$ cat src/rtl/cache_opr_seq.sv
// cache_opr_seq: starts on valid, then enables NUM_OPR cache operations one after another; each stage advances on its own done.
// Latency: opr_en[0]/opr_pulse[0] one cycle after valid is sampled; seq_done one cycle after the last stage is accepted.
// Backpressure: a stage holds (opr_en steady) until opr_done[cur] after MIN_DWELL cycles; optional stage timeout under CACHE_OPR_TIMEOUT_EN.
module cache_opr_seq #(
    parameter int NUM_OPR        = 8,
    parameter int MIN_DWELL      = 8,
    parameter int VALID_DLY      = 2,
    parameter int TIMEOUT_CYCLES = 64
) (
    input  logic               clk,
    input  logic               rst,
    input  logic               valid,
    input  logic               abort,
    input  logic [NUM_OPR-1:0] opr_done,
    output logic               valid_dly,
    output logic               busy,
    output logic [NUM_OPR-1:0] opr_en,
    output logic [NUM_OPR-1:0] opr_pulse,
    output logic               seq_done,
    output logic [NUM_OPR-1:0] err_timeout
);

    localparam int CW   = (NUM_OPR > 1) ? $clog2(NUM_OPR) : 1;
    // The dwell counter must reach the timeout threshold as well as the minimum dwell.
    localparam int DMAX = (TIMEOUT_CYCLES > MIN_DWELL) ? TIMEOUT_CYCLES : MIN_DWELL;
    localparam int DW   = $clog2(DMAX + 1);

    localparam logic [CW-1:0] LAST_STAGE = CW'(NUM_OPR - 1);
    localparam logic [DW-1:0] DWELL_MIN  = DW'(MIN_DWELL - 1);
    localparam logic [DW-1:0] DWELL_SAT  = {DW{1'b1}};

    typedef enum logic {
        S_IDLE = 1'b0,
        S_RUN  = 1'b1
    } state_t;

    state_t               state_q, state_d;
    logic [CW-1:0]        cur_q, cur_d;
    logic [DW-1:0]        dwell_q, dwell_d;
    logic [NUM_OPR-1:0]   opr_en_q, opr_en_d;
    logic [NUM_OPR-1:0]   opr_pulse_q, opr_pulse_d;
    logic                 seq_done_q, seq_done_d;
    logic [VALID_DLY-1:0] vdly_q;

    logic run;
    logic done_cur;
    logic accept;
    logic timeout_hit;
    logic advance;

    assign run      = (state_q == S_RUN);
    assign done_cur = opr_done[cur_q];
    // Done is only looked at once the stage has dwelt long enough; an earlier done is simply dropped.
    assign accept   = run && (dwell_q >= DWELL_MIN) && done_cur;
    assign advance  = accept || timeout_hit;

`ifdef CACHE_OPR_TIMEOUT_EN
    logic [NUM_OPR-1:0] err_q, err_d;

    assign timeout_hit = run && (dwell_q == DW'(TIMEOUT_CYCLES - 1));

    // Timeout flags: cleared on a new start, set for a stage that is force-accepted without its done.
    always_comb begin
        err_d = err_q;
        if ((state_q == S_IDLE) && valid) begin
            err_d = '0;
        end else if (run && !abort && timeout_hit && !accept) begin
            err_d[cur_q] = 1'b1;
        end
    end

    // Timeout flag register.
    always_ff @(posedge clk or posedge rst) begin
        if (rst) begin
            err_q <= '0;
        end else begin
            err_q <= err_d;
        end
    end

    assign err_timeout = err_q;
`else
    // Without the timeout option a stage waits for its done indefinitely.
    assign timeout_hit = 1'b0;
    assign err_timeout = '0;
`endif

    // Next-state for the sequencer FSM, stage index, dwell counter and enables.
    always_comb begin
        state_d    = state_q;
        cur_d      = cur_q;
        dwell_d    = dwell_q;
        seq_done_d = 1'b0;
        opr_en_d   = '0;

        case (state_q)
            S_IDLE: begin
                // abort has no effect here; valid alone decides the start.
                if (valid) begin
                    state_d = S_RUN;
                    cur_d   = '0;
                    dwell_d = '0;
                end
            end
            S_RUN: begin
                dwell_d = (dwell_q == DWELL_SAT) ? dwell_q : dwell_q + 1'b1;
                if (abort) begin
                    // Abort beats a simultaneous accept and never produces seq_done.
                    state_d = S_IDLE;
                    cur_d   = '0;
                    dwell_d = '0;
                end else if (advance) begin
                    if (cur_q == LAST_STAGE) begin
                        state_d    = S_IDLE;
                        cur_d      = '0;
                        dwell_d    = '0;
                        seq_done_d = 1'b1;
                    end else begin
                        cur_d   = cur_q + 1'b1;
                        dwell_d = '0;
                    end
                end
            end
            default: begin
                state_d = S_IDLE;
                cur_d   = '0;
                dwell_d = '0;
            end
        endcase

        // Thermometer enables follow the next state so they line up with their start pulses.
        for (int i = 0; i < NUM_OPR; i++) begin
            opr_en_d[i] = (state_d == S_RUN) && (CW'(i) <= cur_d);
        end
        opr_pulse_d = opr_en_d & ~opr_en_q;
    end

    // Sequencer state and registered outputs.
    always_ff @(posedge clk or posedge rst) begin
        if (rst) begin
            state_q     <= S_IDLE;
            cur_q       <= '0;
            dwell_q     <= '0;
            opr_en_q    <= '0;
            opr_pulse_q <= '0;
            seq_done_q  <= 1'b0;
        end else begin
            state_q     <= state_d;
            cur_q       <= cur_d;
            dwell_q     <= dwell_d;
            opr_en_q    <= opr_en_d;
            opr_pulse_q <= opr_pulse_d;
            seq_done_q  <= seq_done_d;
        end
    end

    // Delayed copy of valid for the datapath; runs regardless of sequencer state.
    always_ff @(posedge clk or posedge rst) begin
        if (rst) begin
            vdly_q <= '0;
        end else begin
            vdly_q[0] <= valid;
            for (int i = 1; i < VALID_DLY; i++) begin
                vdly_q[i] <= vdly_q[i-1];
            end
        end
    end

    assign valid_dly = vdly_q[VALID_DLY-1];
    assign busy      = run;
    assign opr_en    = opr_en_q;
    assign opr_pulse = opr_pulse_q;
    assign seq_done  = seq_done_q;

endmodule

$ cat config.mk
export PLATFORM = sky130hd
export DESIGN_NAME = cache_opr_seq
export DESIGN_NICKNAME = d
export VERILOG_FILES = /design/src/rtl/cache_opr_seq.sv
export SDC_FILE = /design/constraint.sdc
export NUM_CORES = 1
export LEC_CHECK = 0
export BUFFER_PORTS_ARGS = -buffer_cell sky130_fd_sc_hd__buf_2
export CORE_ASPECT_RATIO = 1.25
export CORE_MARGIN = 2
export CORE_UTILIZATION = 47
export DETAILED_ROUTE_END_ITERATION = 7
export MAX_ROUTING_LAYER = met4
export PLACE_DENSITY = 0.85
export SLEW_MARGIN = 20
export SYNTH_ARGS = -nofsm -noshare
export SYNTH_HDL_FRONTEND = slang
export SYNTH_SLANG_ARGS = --single-unit
$ cat constraint.sdc
create_clock -name clk -period 2.2 [get_ports clk]
set_input_delay 0.11 -clock clk [delete_from_list [all_inputs] [get_ports clk]]
set_output_delay 0.11 -clock clk [all_outputs]
set_load 0.005 [all_outputs]
**Word-level counts from Yosys, hierarchy flattened**

Index checks and enable logic that the tools add are counted.

- $add $sub $neg: 2
- Order comparisons: 10
- Eq/ne operators: 4
- Muxes and demuxes: 21
- Bitwise gates (word level): 3
- Reduce and logical (&&, ||, !) cells: 11

Operators with widths:

| operator | count |
|---|---|
| 7-bit 2-to-1 mux | 4 |
| 7-bit one-hot mux with 2 select lines | 1 |
| 3-bit less-or-equal comparator (first input constant) | 4 |
| 3-bit 2-to-1 mux | 4 |
| 1-bit logical AND | 10 |
| 1-bit 2-to-1 mux | 9 |
| 8-bit AND | 1 |
| 8-bit NOT | 1 |
| 7-bit by 1-bit adder with 7-bit output (second input constant) | 1 |
| 7-bit equality test (second input constant) | 1 |
| 7-bit by 3-bit greater-or-equal comparator with 1-bit output (second input constant) | 1 |
| 1-bit by 3-bit less-or-equal comparator with 1-bit output (first input constant) | 2 |
| 2-bit by 3-bit less-or-equal comparator with 1-bit output (first input constant) | 2 |
| 3-bit one-hot mux with 2 select lines | 1 |
| 3-bit by 4-bit < comparator with 1-bit output (second input constant) | 1 |
| 4-bit != test (second input constant) | 1 |
| 3-bit by 1-bit adder with 3-bit output (second input constant) | 1 |
| 1-bit binary-select mux with 3-bit select | 1 |
| 3-bit equality test (second input constant) | 1 |
| 2-bit != test (second input constant) | 1 |
| 1-bit one-hot mux with 2 select lines | 1 |
| 2-bit AND reduction | 1 |
| 1-bit NOT | 1 |

- Flip-flop bits (word level): 30
- Input port bits: 12
- Output and inout bits: 27

**Longest topological paths before layout**

Gate-level depths: netlist (run 1).

- Depth after elaboration: 9
- Gate-level depth with buffers: 9
- Depth with buffers taken out: 9

**Worst setup path before layout (run 1)**

No wires, ideal clock.

- Kind: reg-to-reg
- From: reg cur_q[0]
- To: reg opr_pulse_q[1], in the netlist opr_pulse[1]
- Library setup time: 0.127 ns
- Arrival: 1.998 ns
- Data required time: 2.073 ns
- Path slack: 0.075 ns
- Stages on the path, launching flop included: 8
- Path buffers: 1
- Period minus slack after synthesis: 2.125 ns
- Cell sequence: dfrtp_1 buf_6 mux2i_1 a22o_4 o41a_1 a221o_2 o21ai_4 a21oi_1

- Cells in the longest elaborated chain, start to end: 9
- Elaborated cells between the ends (all ways): 17

RTL lines:

| item | RTL line | text |
|---|---|---|
| from (decl) | 38 | `logic [CW-1:0] cur_q, cur_d;` |
| from (signal assigned) | 149 | `cur_q <= cur_d;` |
| 1-bit binary-select mux with 3-bit select | 52 | `assign done_cur = opr_done[cur_q];` |
| 1-bit 2-to-1 mux (not written as such) | 52 |  |
| 1-bit logical AND | 54 | `assign accept = run && (dwell_q >= DWELL_MIN) && done_cur;` |
| 3-bit 2-to-1 mux (*) | 112 | `end else if (advance) begin` |
| 3-bit 2-to-1 mux (*) | 107 | `if (abort) begin` |
| 3-bit one-hot mux with 2 select lines (*) | 96 | `case (state_q)` |
| via cur_d[1] | 38 |  |
| 1-bit by 3-bit less-or-equal comparator with 1-bit output (*) | 133 | `opr_en_d[i] = (state_d == S_RUN) && (CW'(i) <= cur_d);` |
| 1-bit logical AND (*) | 133 |  |
| 8-bit AND (*) | 135 | `opr_pulse_d = opr_en_d & ~opr_en_q;` |
| via opr_pulse_d[1] | 41 | `logic [NUM_OPR-1:0] opr_pulse_q, opr_pulse_d;` |
| to (signal assigned) | 152 | `opr_pulse_q <= opr_pulse_d;` |
| to (decl) | 41 |  |

Mark *: on every way through the listed nets, which the timed path passes. The rest lies on a longest branch. The select of a mux whose other input is x is not followed.
A chain may end at the register's enable or synchronous reset.

**Final worst setup path (run 1)**

Same ends and word-level chain as after synthesis.

==> metrics.cfg, run 1 <==
[status]
status=finished with violations
violations=negative setup slack

[clock_network]
tritoncts.num_buffers=5
cts_tree=yes
tritoncts_num_sinks=30
ctsRootBufferMaster=sky130_fd_sc_hd__clkbuf_4
h-tree-depth=2
cts_max_path_buffers=2
path_clk_slew_ns=0.10
clkLatencyLatePin_ns=0.34

[synthesis]
synthesis.instances=133
synth_seq_area_share_pct=49.88
async_flop_share_pct=100.0
post_synth_main_area_contributors=sky130_fd_sc_hd__dfrtp_1 50%, sky130_fd_sc_hd__buf_4 4.5%, sky130_fd_sc_hd__nor2_1 3.0%, sky130_fd_sc_hd__o21ai_0 2.7%, sky130_fd_sc_hd__ha_1 2.5%
library_cells_used_by_synthesis=45
syn_std_cell_area_um2=1505
yosys.area.top_type_share_pct=49.88
synth_enable_flop_cells=0
ys_seq_elements=30
synth_top_cell_by_area=sky130_fd_sc_hd__dfrtp_1
netlist_top_cells_count=30 x sky130_fd_sc_hd__dfrtp_1, 12 x sky130_fd_sc_hd__nor2_1, 9 x sky130_fd_sc_hd__buf_4
syn_area_per_cell_um2=11.32
synth_top_flop_cell=sky130_fd_sc_hd__dfrtp_1
post-synth-top-count-cell=sky130_fd_sc_hd__dfrtp_1
synth_warnings=0

[routing]
route.final.wire_length_um=3404
wl_per_cell_um=15.26
post-route-drc-count=0
first_pass_iters=4
vias_per_cell=5.211
route.antenna.remaining_nets=0
number_of_violations_reported_at_the_end_of_detailed_routing_iteration_0=27
vias=1162

[sta]
timing_limited_maximum_frequency_mhz=453.8
final.min_clock_period_ns=2.204
finalHoldWorstSlack_ns=0.2302
setup_repair_after_global_routing_missed_its_margin=true
finalHoldViolCount=0
worst_clock_skew_on_the_final_layout_ns=0.01815
setup_ws_ns=-0.003692
final_setup_vio_count=1
report.final.slew_viol_count=0
fin_crit_sh_pct=100.2

[setup_path]
cp_num_buf_inv=0
setup.worst_path.start=cur_q[0]
crit_arrival_ns=2.43
critical_path.reg2reg.endpoint=opr_pulse[1]
worst_path_dominant_cell_family=compound AO/OA/AOI/OAI gates
critPathCaptureType=flip-flop
worst_path_max_fanout=6
crit_path_max_incr_delay_ns=0.47
critical_path.cell_chain=mux2i_2, a22o_4, o41a_1, a221o_2, o21ai_4, a21oi_2
cp_num_cells=6
setup.reg_to_reg.worst_slack_ns=-0.004
ff2ff_path_depth=6
crit_type=flip-flop to flip-flop
critPathSlowestCell=sky130_fd_sc_hd__dfrtp_2
capturing_instance_or_port_of_the_critical_path=opr_pulse[1]
required_ns=2.43
critical_path.startpoint_type=flip-flop
regToRegStartpoint=cur_q[0]

[global_routing]
grt_pass1_vias=1180
grt.total_usage_pct=21.53
grt_max_degree=31
overflow=0
grt_pass1_wl_um=5285
antenna_found_initial=0

[run]
timing.max_cap.violations=0

[floorplan]
design.die.area_um2=3674
design.core.area_um2=3000
initial_core_util_pct=50.17
boundaryPins=39
num_rows=22
die_x_um=54.62
fp.dieH_um=67.27

[layout]
insertedDiodeCount=0
regArea_um2=752.0
instances_no_fill=223
multi_input_comb_area_um2=685.7
syn_to_final_growth_pct=29.68
final_net_count=202
n_fill_cell=243
layout-drive-gt1-share_pct=47.06

[power]
power.share.sequential_pct=49.3
power_density_nw_per_um2=601.7
sw_frac_of_total_pct=23.43
power_report.internal_total_mw=0.8992
p_switching_mw=0.2752
static-leakage-power_nw=1.031
power_frac_comb_pct=12.5
clockPowerShare_pct=38.2
vdd_ir_drop_max_mv=0.5870
power.total_mw=1.174

[worst_hold_path]
worst_hold_path_type=primary input to flip-flop
worstHoldStart=abort

[place]
finalWeightedCongestion=0.9067
dpl.cell_count=208
number_of_buffers_inserted_by_port_buffering=30
place_hpwl_um=2315

[worst min path at each step]
stage                              end  cells after the start
after floorplan              vdly_q[0]                      0
after global placement      dwell_q[2]                      3
after detailed placement     opr_en[7]                      3
after CTS                         busy                      4
after global routing      opr_pulse[3]                      4
final                             busy                      4
[area by class of cell]
cell class | instances | share of cell area (%)
repair buffers | 51 | 17.69
flip-flops and latches | 30 | 38.53
clock buffers | 6 | 2.628
multi-input cells | 89 | 35.13
well taps | 36 | 2.308
clock inverters | 1 | 1.538
inverters | 10 | 2.179
[cells in the final DEF, fill, tap and decap left out, types with 3 or more instances in the layout]
cell type and count:
sky130_fd_sc_hd__conb_1 8, sky130_fd_sc_hd__nor3_2 3, sky130_fd_sc_hd__o21ai_1 4, sky130_fd_sc_hd__mux2_2 3
sky130_fd_sc_hd__o21ai_0 4, sky130_fd_sc_hd__buf_4 15, sky130_fd_sc_hd__nor2_1 11, sky130_fd_sc_hd__and3_1 3
sky130_fd_sc_hd__nor3_1 3, sky130_fd_sc_hd__inv_1 8, sky130_fd_sc_hd__a21oi_2 3, sky130_fd_sc_hd__clkbuf_4 5
sky130_fd_sc_hd__buf_2 30, sky130_fd_sc_hd__dfrtp_1 29, sky130_fd_sc_hd__nand2_1 8
[logic make-up (layout without fill, tap and decap cells)]
kind of cell | count (synthesis) | in the layout | synth area share, %
AND/OR/NAND/NOR | 46 | 46 | 18.12
flip-flops | 30 | 30 | 49.88
AO/OA/AOI/OAI | 27 | 27 | 17.38
buffers and inverters | 21 | 68 | 8.312
multiplexers | 5 | 5 | 3.574
adder cells (fa/ha/maj) | 3 | 3 | 2.494
other | 1 | 8 | 0.2491
[state kept, by name, indices dropped and copies added (netlist names)]
name and cells:
busy 1, seq_done 1, opr_pulse 8, cur_q 3, vdly_q 2, opr_en 8
dwell_q 7
[timing repair]
item | CTS | global route
endpoints found under the hold margin | 31 | 0
resized for setup | 5 | 9
gates cloned | 0 | 0
setup endpoints to repair | 11 | 18
buffers inserted | 2 | 4
pin swaps | 3 | 6
hold buffers | 2 | 0
[metal layers]
metal / share of wire (%) / global-route usage (%) / vias to the layer above
met2: 56 / 36.46 / 31
met1: 38 / 21.95 / 569
met4: 2.3 / 11.25 / 0
met3: 3.5 / 5.973 / 8
met5: 0 / - / -
li1: - / - / 554
[power groups by stage]
stage	clock network [mW]	registers (mW)	logic (mW)
2_1_floorplan	0	0.588	0.0936
3_3_place_gp	0	0.589	0.122
3_5_place_dp	0	0.590	0.125
4_1_cts	0.459	0.579	0.133
5_1_grt	0.486	0.582	0.164
6_report	0.449	0.579	0.146
[worst reg2reg max path, delay by kind of cell, from the launching register on]
| kind | cells | cell delay [ns] |
|---|---|---|
| flip-flops | 1 | 0.47 |
| multiplexers | 1 | 0.17 |
| AO/OA/AOI/OAI | 5 | 1.46 |
[metrics by stage]
| step | instance area [µm²] | utilization, % | TNS (ns) | setup slack, ns |
|---|---|---|---|---|
| after floorplan | 1531 | - | 0 | 0.07485 |
| after global placement | 1754 | 58.47 | -0.1238 | -0.04557 |
| after detailed placement | 1754 | 58.47 | -0.1713 | -0.05306 |
| after CTS | 1884 | 62.80 | -0.008829 | -0.008829 |
| after global routing | 1952 | 65.05 | -0.7594 | -0.07707 |
| final | 1952 | 65.05 | -0.003692 | -0.003692 |
Power figures use the tool's default switching activity.
==> inputs of run 2 (changes only) <==
- BUFFER_PORTS_ARGS: -buffer_cell sky130_fd_sc_hd__buf_2 -> -buffer_cell sky130_fd_sc_hd__buf_4
==> run 2 against run 1 <==
- the flow still finishes with violations (negative setup slack)
- register-to-register slack worse by 0.02 ns
- setup slack worse by 0.018 ns
- global-route usage is 2.4 points lower
- non-clock buffer count is 6 lower
- combinational power is 7% lower
- total power is 2.7% lower
- sequential power hardly changed
- final area is 0.70% lower
- sequential cell count stayed put
- critical path type unchanged
- largest cell class unchanged
- worst hold slack worse by 0.046 ns
- die area stayed put
==> metrics.cfg, run 2 (synthesis gave the netlist of run 1 again) <==
[status]
status=finished with violations
violations=negative setup slack

[routing]
route.antenna.remaining_nets=0
vias=1148
first_pass_iters=4
wl_per_cell_um=13.63
number_of_violations_reported_at_the_end_of_detailed_routing_iteration_0=26
route.final.wire_length_um=2971
post-route-drc-count=0
vias_per_cell=5.266

[layout]
layout_common_cells=42 x sky130_fd_sc_hd__buf_4, 30 x sky130_fd_sc_hd__dfrtp_1, 12 x sky130_fd_sc_hd__nor2_1
n_fill_cell=245
fin_util_pct=64.60
instances_no_fill=218
design_area_um2=1938
layout-drive-gt1-share_pct=43.41
syn_to_final_growth_pct=28.76
layout_commonest_cell=sky130_fd_sc_hd__buf_4
insertedDiodeCount=0
final_net_count=196

[global_routing]
grt_max_degree=31
antenna_found_initial=0
overflow=0
grt_pass1_wl_um=4816
grt.total_usage_pct=19.13
grt_pass1_vias=1102

[setup_path]
crit_path_max_incr_delay_ns=0.53
crit_arrival_ns=2.44
critPathSlowestCell=sky130_fd_sc_hd__or4_4
worst_path_dominant_cell_family=compound AO/OA/AOI/OAI gates
required_ns=2.42
crit_type=flip-flop to flip-flop
critical_path.cell_chain=or4_4, a211oi_4, nor4_1, a221o_2, o21ai_4, a21oi_1
worst_path_max_fanout=7
critPathCaptureType=flip-flop
critical_path.startpoint_type=flip-flop
cp_num_buf_inv=0

[clock_network]
clkLatencyLatePin_ns=0.33
h-tree-depth=2
tritoncts_num_sinks=30
cts_max_path_buffers=2
tritoncts.num_buffers=5
path_clk_slew_ns=0.10
ctsRootBufferMaster=sky130_fd_sc_hd__clkbuf_4
cts_tree=yes

[sta]
setup_repair_after_global_routing_missed_its_margin=true
finalHoldViolCount=0
final_setup_vio_count=4
worst_clock_skew_on_the_final_layout_ns=0.008966
fin_crit_sh_pct=101.0
finalSetupTns_ns=-0.05495
setup_ws_ns=-0.02148
timing_limited_maximum_frequency_mhz=450.1
finalHoldWorstSlack_ns=0.1840
final.min_clock_period_ns=2.221
report.final.slew_viol_count=0

[place]
place_hpwl_um=2142
place_area_um2=1787
number_of_buffers_inserted_by_port_buffering=30
pre_cts_slack_ns=-0.005084
dpl.cell_count=204
finalWeightedCongestion=0.9347

[floorplan]
boundaryPins=39
fp.dieH_um=67.27
design.core.area_um2=3000
design.die.area_um2=3674
die_x_um=54.62
initial_core_util_pct=50.17
num_rows=22

[worst_hold_path]
worst_hold_path_type=primary input to flip-flop

[power]
power_frac_comb_pct=11.9
static-leakage-power_nw=1.011
sw_frac_of_total_pct=24.23
power.share.sequential_pct=50.6
power.total_mw=1.142
vdd_ir_drop_max_mv=0.5890
clockPowerShare_pct=37.5
power_report.internal_total_mw=0.8655
power_density_nw_per_um2=589.4
p_switching_mw=0.2768

[run]
timing.max_cap.violations=0

==> run 2: cell count changes in the layout (fill, tap and decap cells not counted), sizes merged <==
cell,previous run,this run
buf,49,43
clkinv,1,3
clkbuf,6,5
==> run 2: final timing paths <==
check | start | end | slack, ns | cells after the start
setup / recovery | dwell_q[6] | opr_pulse[1] | -0.02 | 6
hold / removal | abort | seq_done | 0.18 | 3
setup reg to reg | dwell_q[6] | opr_pulse[1] | -0.02 | 6
hold reg to reg | vdly_q[0] | vdly_q[1] | 0.36 | 0
max in group asynchronous | rst | busy | 1.53 | 4
min in group asynchronous | rst | cur_q[0] | 0.39 | 4
==> run 2: cell type report <==
| cell class | count | area [µm²] | area share (%) |
|---|---|---|---|
| clock inverter | 3 | 40.04 | 2.066 |
| sequential | 30 | 750.7 | 38.73 |
| multi-input combinational | 89 | 675.6 | 34.86 |
| tap | 36 | 45.04 | 2.324 |
| timing repair buffer | 45 | 346.6 | 17.88 |
| clock buffer | 5 | 37.54 | 1.937 |
| inverter | 10 | 42.54 | 2.195 |
==> run 2: per-layer routing <==
metal	track usage (%)	routed length, µm	up-vias
met5	-	0	-
met4	7.500	39	0
met3	6.637	118	6
met2	30.36	1646	31
met1	21.76	1166	569
li1	-	-	542
==> run 2: power groups by stage <==
stage / clock (mW) / combinational [mW] / sequential (mW)
global route: 0.463 / 0.154 / 0.581
global placement: 0 / 0.129 / 0.588
floorplan: 0 / 0.0936 / 0.588
detailed placement: 0 / 0.132 / 0.590
finish: 0.428 / 0.136 / 0.578
CTS: 0.440 / 0.136 / 0.579
==> run 2: what timing repair did <==
action | CTS | global route
endpoints found under the setup margin | 11 | 15
gates resized for setup | 1 | 8
buffers inserted | 0 | 4
pin swaps | 0 | 9
hold endpoints to repair | 31 | 0
hold buffers | 2 | 0
==> run 2: worst min-delay path, stage by stage <==
cell                      delay (ns)
sky130_fd_sc_hd__buf_4          0.09
sky130_fd_sc_hd__nor2b_1        0.09
sky130_fd_sc_hd__and3_1         0.19
==> inputs of run 3 (changes only) <==
- SETUP_SLACK_MARGIN: unset -> 0.3
==> run 3 against run 2 <==
- the run now ends clean
- wire length up 8.2%
- setup slack better by 0.023 ns
- final area up 8.5%
- clock power down 1%
- worst hold slack better by 0.022 ns
- count of clock-buffer cells in the layout unchanged
- die area unchanged
- final cell count up 5.5%
- via count up 1.3%
- total power up 3.0%
- register-to-register slack better by 0.02 ns
- critical endpoint unchanged
- largest cell class unchanged
==> metrics.cfg, run 3 (synthesis gave the netlist of run 1 again) <==
[layout]
layout-drive-gt1-share_pct=50.00
layout_common_cells=49 x sky130_fd_sc_hd__buf_4, 28 x sky130_fd_sc_hd__dfrtp_1, 11 x sky130_fd_sc_hd__nor2_1
n_fill_cell=211
instances_no_fill=230
insertedDiodeCount=0
syn_to_final_growth_pct=39.73
design_area_um2=2103
final_net_count=208
fin_util_pct=70.10
layout_commonest_cell=sky130_fd_sc_hd__buf_4

[global_routing]
overflow=0
antenna_found_initial=0
grt.total_usage_pct=20.53
grt_max_degree=31
grt_pass1_vias=1205
grt_pass1_wl_um=5244

[setup_path]
ff2ff_path_depth=6
capturing_instance_or_port_of_the_critical_path=opr_pulse[1]
crit_path_max_incr_delay_ns=0.49
critical_path.startpoint_type=flip-flop
setup.worst_path.start=cur_q[0]
regToRegStartpoint=cur_q[0]
required_ns=2.41
critPathCaptureType=flip-flop
worst_path_max_fanout=5
critical_path.reg2reg.endpoint=opr_pulse[1]
setup.reg_to_reg.worst_slack_ns=0.001
crit_type=flip-flop to flip-flop
crit_arrival_ns=2.41
critical_path.cell_chain=mux2i_1, a22o_4, o41a_1, a221o_2, o21ai_4, a21oi_1
critPathSlowestCell=sky130_fd_sc_hd__a221o_2

[routing]
number_of_violations_reported_at_the_end_of_detailed_routing_iteration_0=29
route.antenna.remaining_nets=0
wl_per_cell_um=13.98
route.final.wire_length_um=3215
vias_per_cell=5.057
post-route-drc-count=0
first_pass_iters=4
vias=1163

[power]
vdd_ir_drop_max_mv=0.5237
power_density_nw_per_um2=559.2
power_report.internal_total_mw=0.8908
power.total_mw=1.176
p_switching_mw=0.2854
sw_frac_of_total_pct=24.26
power.share.sequential_pct=49.5
power_frac_comb_pct=14.7
static-leakage-power_nw=1.073
clockPowerShare_pct=35.9

[floorplan]
initial_core_util_pct=50.17
fp.dieH_um=67.27
num_rows=22
design.core.area_um2=3000
design.die.area_um2=3674
boundaryPins=39
die_x_um=54.62

[clock_network]
cts_tree=yes
tritoncts_num_sinks=30
ctsRootBufferMaster=sky130_fd_sc_hd__clkbuf_4
cts_max_path_buffers=2
h-tree-depth=2
clkLatencyLatePin_ns=0.33
path_clk_slew_ns=0.10
tritoncts.num_buffers=5

[place]
finalWeightedCongestion=0.9015
place_area_um2=1815
number_of_buffers_inserted_by_port_buffering=30
pre_cts_slack_ns=-0.04186
dpl.cell_count=207
place_hpwl_um=2199

[sta]
final_setup_vio_count=0
timing_limited_maximum_frequency_mhz=454.9
setup_repair_after_global_routing_missed_its_margin=true
final.min_clock_period_ns=2.199
worst_clock_skew_on_the_final_layout_ns=0.01025
finalHoldWorstSlack_ns=0.2056
finalSetupTns_ns=0
setup_ws_ns=0.001481
report.final.slew_viol_count=0
finalHoldViolCount=0
fin_crit_sh_pct=99.93

[status]
status=complete, no violations

[worst_hold_path]
worst_hold_path_type=primary input to flip-flop

[run]
timing.max_cap.violations=0

## run 3: area by class of cell
class / count / area, µm² / area share [%]
tap: 36 / 45.04 / 2.142
clock buffer: 5 / 37.54 / 1.785
multi-input combinational: 89 / 720.7 / 34.27
clock inverter: 3 / 40.04 / 1.904
sequential: 30 / 753.2 / 35.81
timing repair buffer: 57 / 464.2 / 22.07
inverter: 10 / 42.54 / 2.023
## run 3: worst max-delay path, delay by kind of cell (launching register included)
family | cells | cell delay [ns]
DFF | 1 | 0.46
muxes | 1 | 0.14
AOI/OAI and AO/OA | 5 | 1.48
## run 3: how the worst min path moves through the flow
stage,from,to,slack [ns],depth (start not counted)
2_1_floorplan,valid,vdly_q[0],0.14,0
3_3_place_gp,rst,dwell_q[1],0.20,3
3_5_place_dp,rst,dwell_q[0],0.21,3
4_1_cts,abort,seq_done,0.18,3
5_1_grt,abort,seq_done,0.20,3
6_report,abort,seq_done,0.21,3
## run 3: layer usage
metal | part of all wire [%] | track usage (%)
met1 | 39 | 23.03
met2 | 55 | 33.48
met3 | 3.6 | 5.531
met4 | 2.5 | 9.063
met5 | 0 | -
## run 3: repair_timing
item | in CTS | in global routing
cloned | 0 | 0
buffers inserted | 10 | 3
hold buffers | 2 | 0
endpoints found under the setup margin | 27 | 25
resized for setup | 18 | 9
pin swaps | 10 | 4
hold endpoints to repair | 31 | 0
## run 3: power groups by stage
stage / Combinational [mW] / Sequential, mW / Clock (mW)
2_1_floorplan: 0.0940 / 0.588 / 0
3_3_place_gp: 0.139 / 0.589 / 0
3_5_place_dp: 0.143 / 0.590 / 0
4_1_cts: 0.163 / 0.580 / 0.436
5_1_grt: 0.190 / 0.584 / 0.468
6_report: 0.172 / 0.582 / 0.422
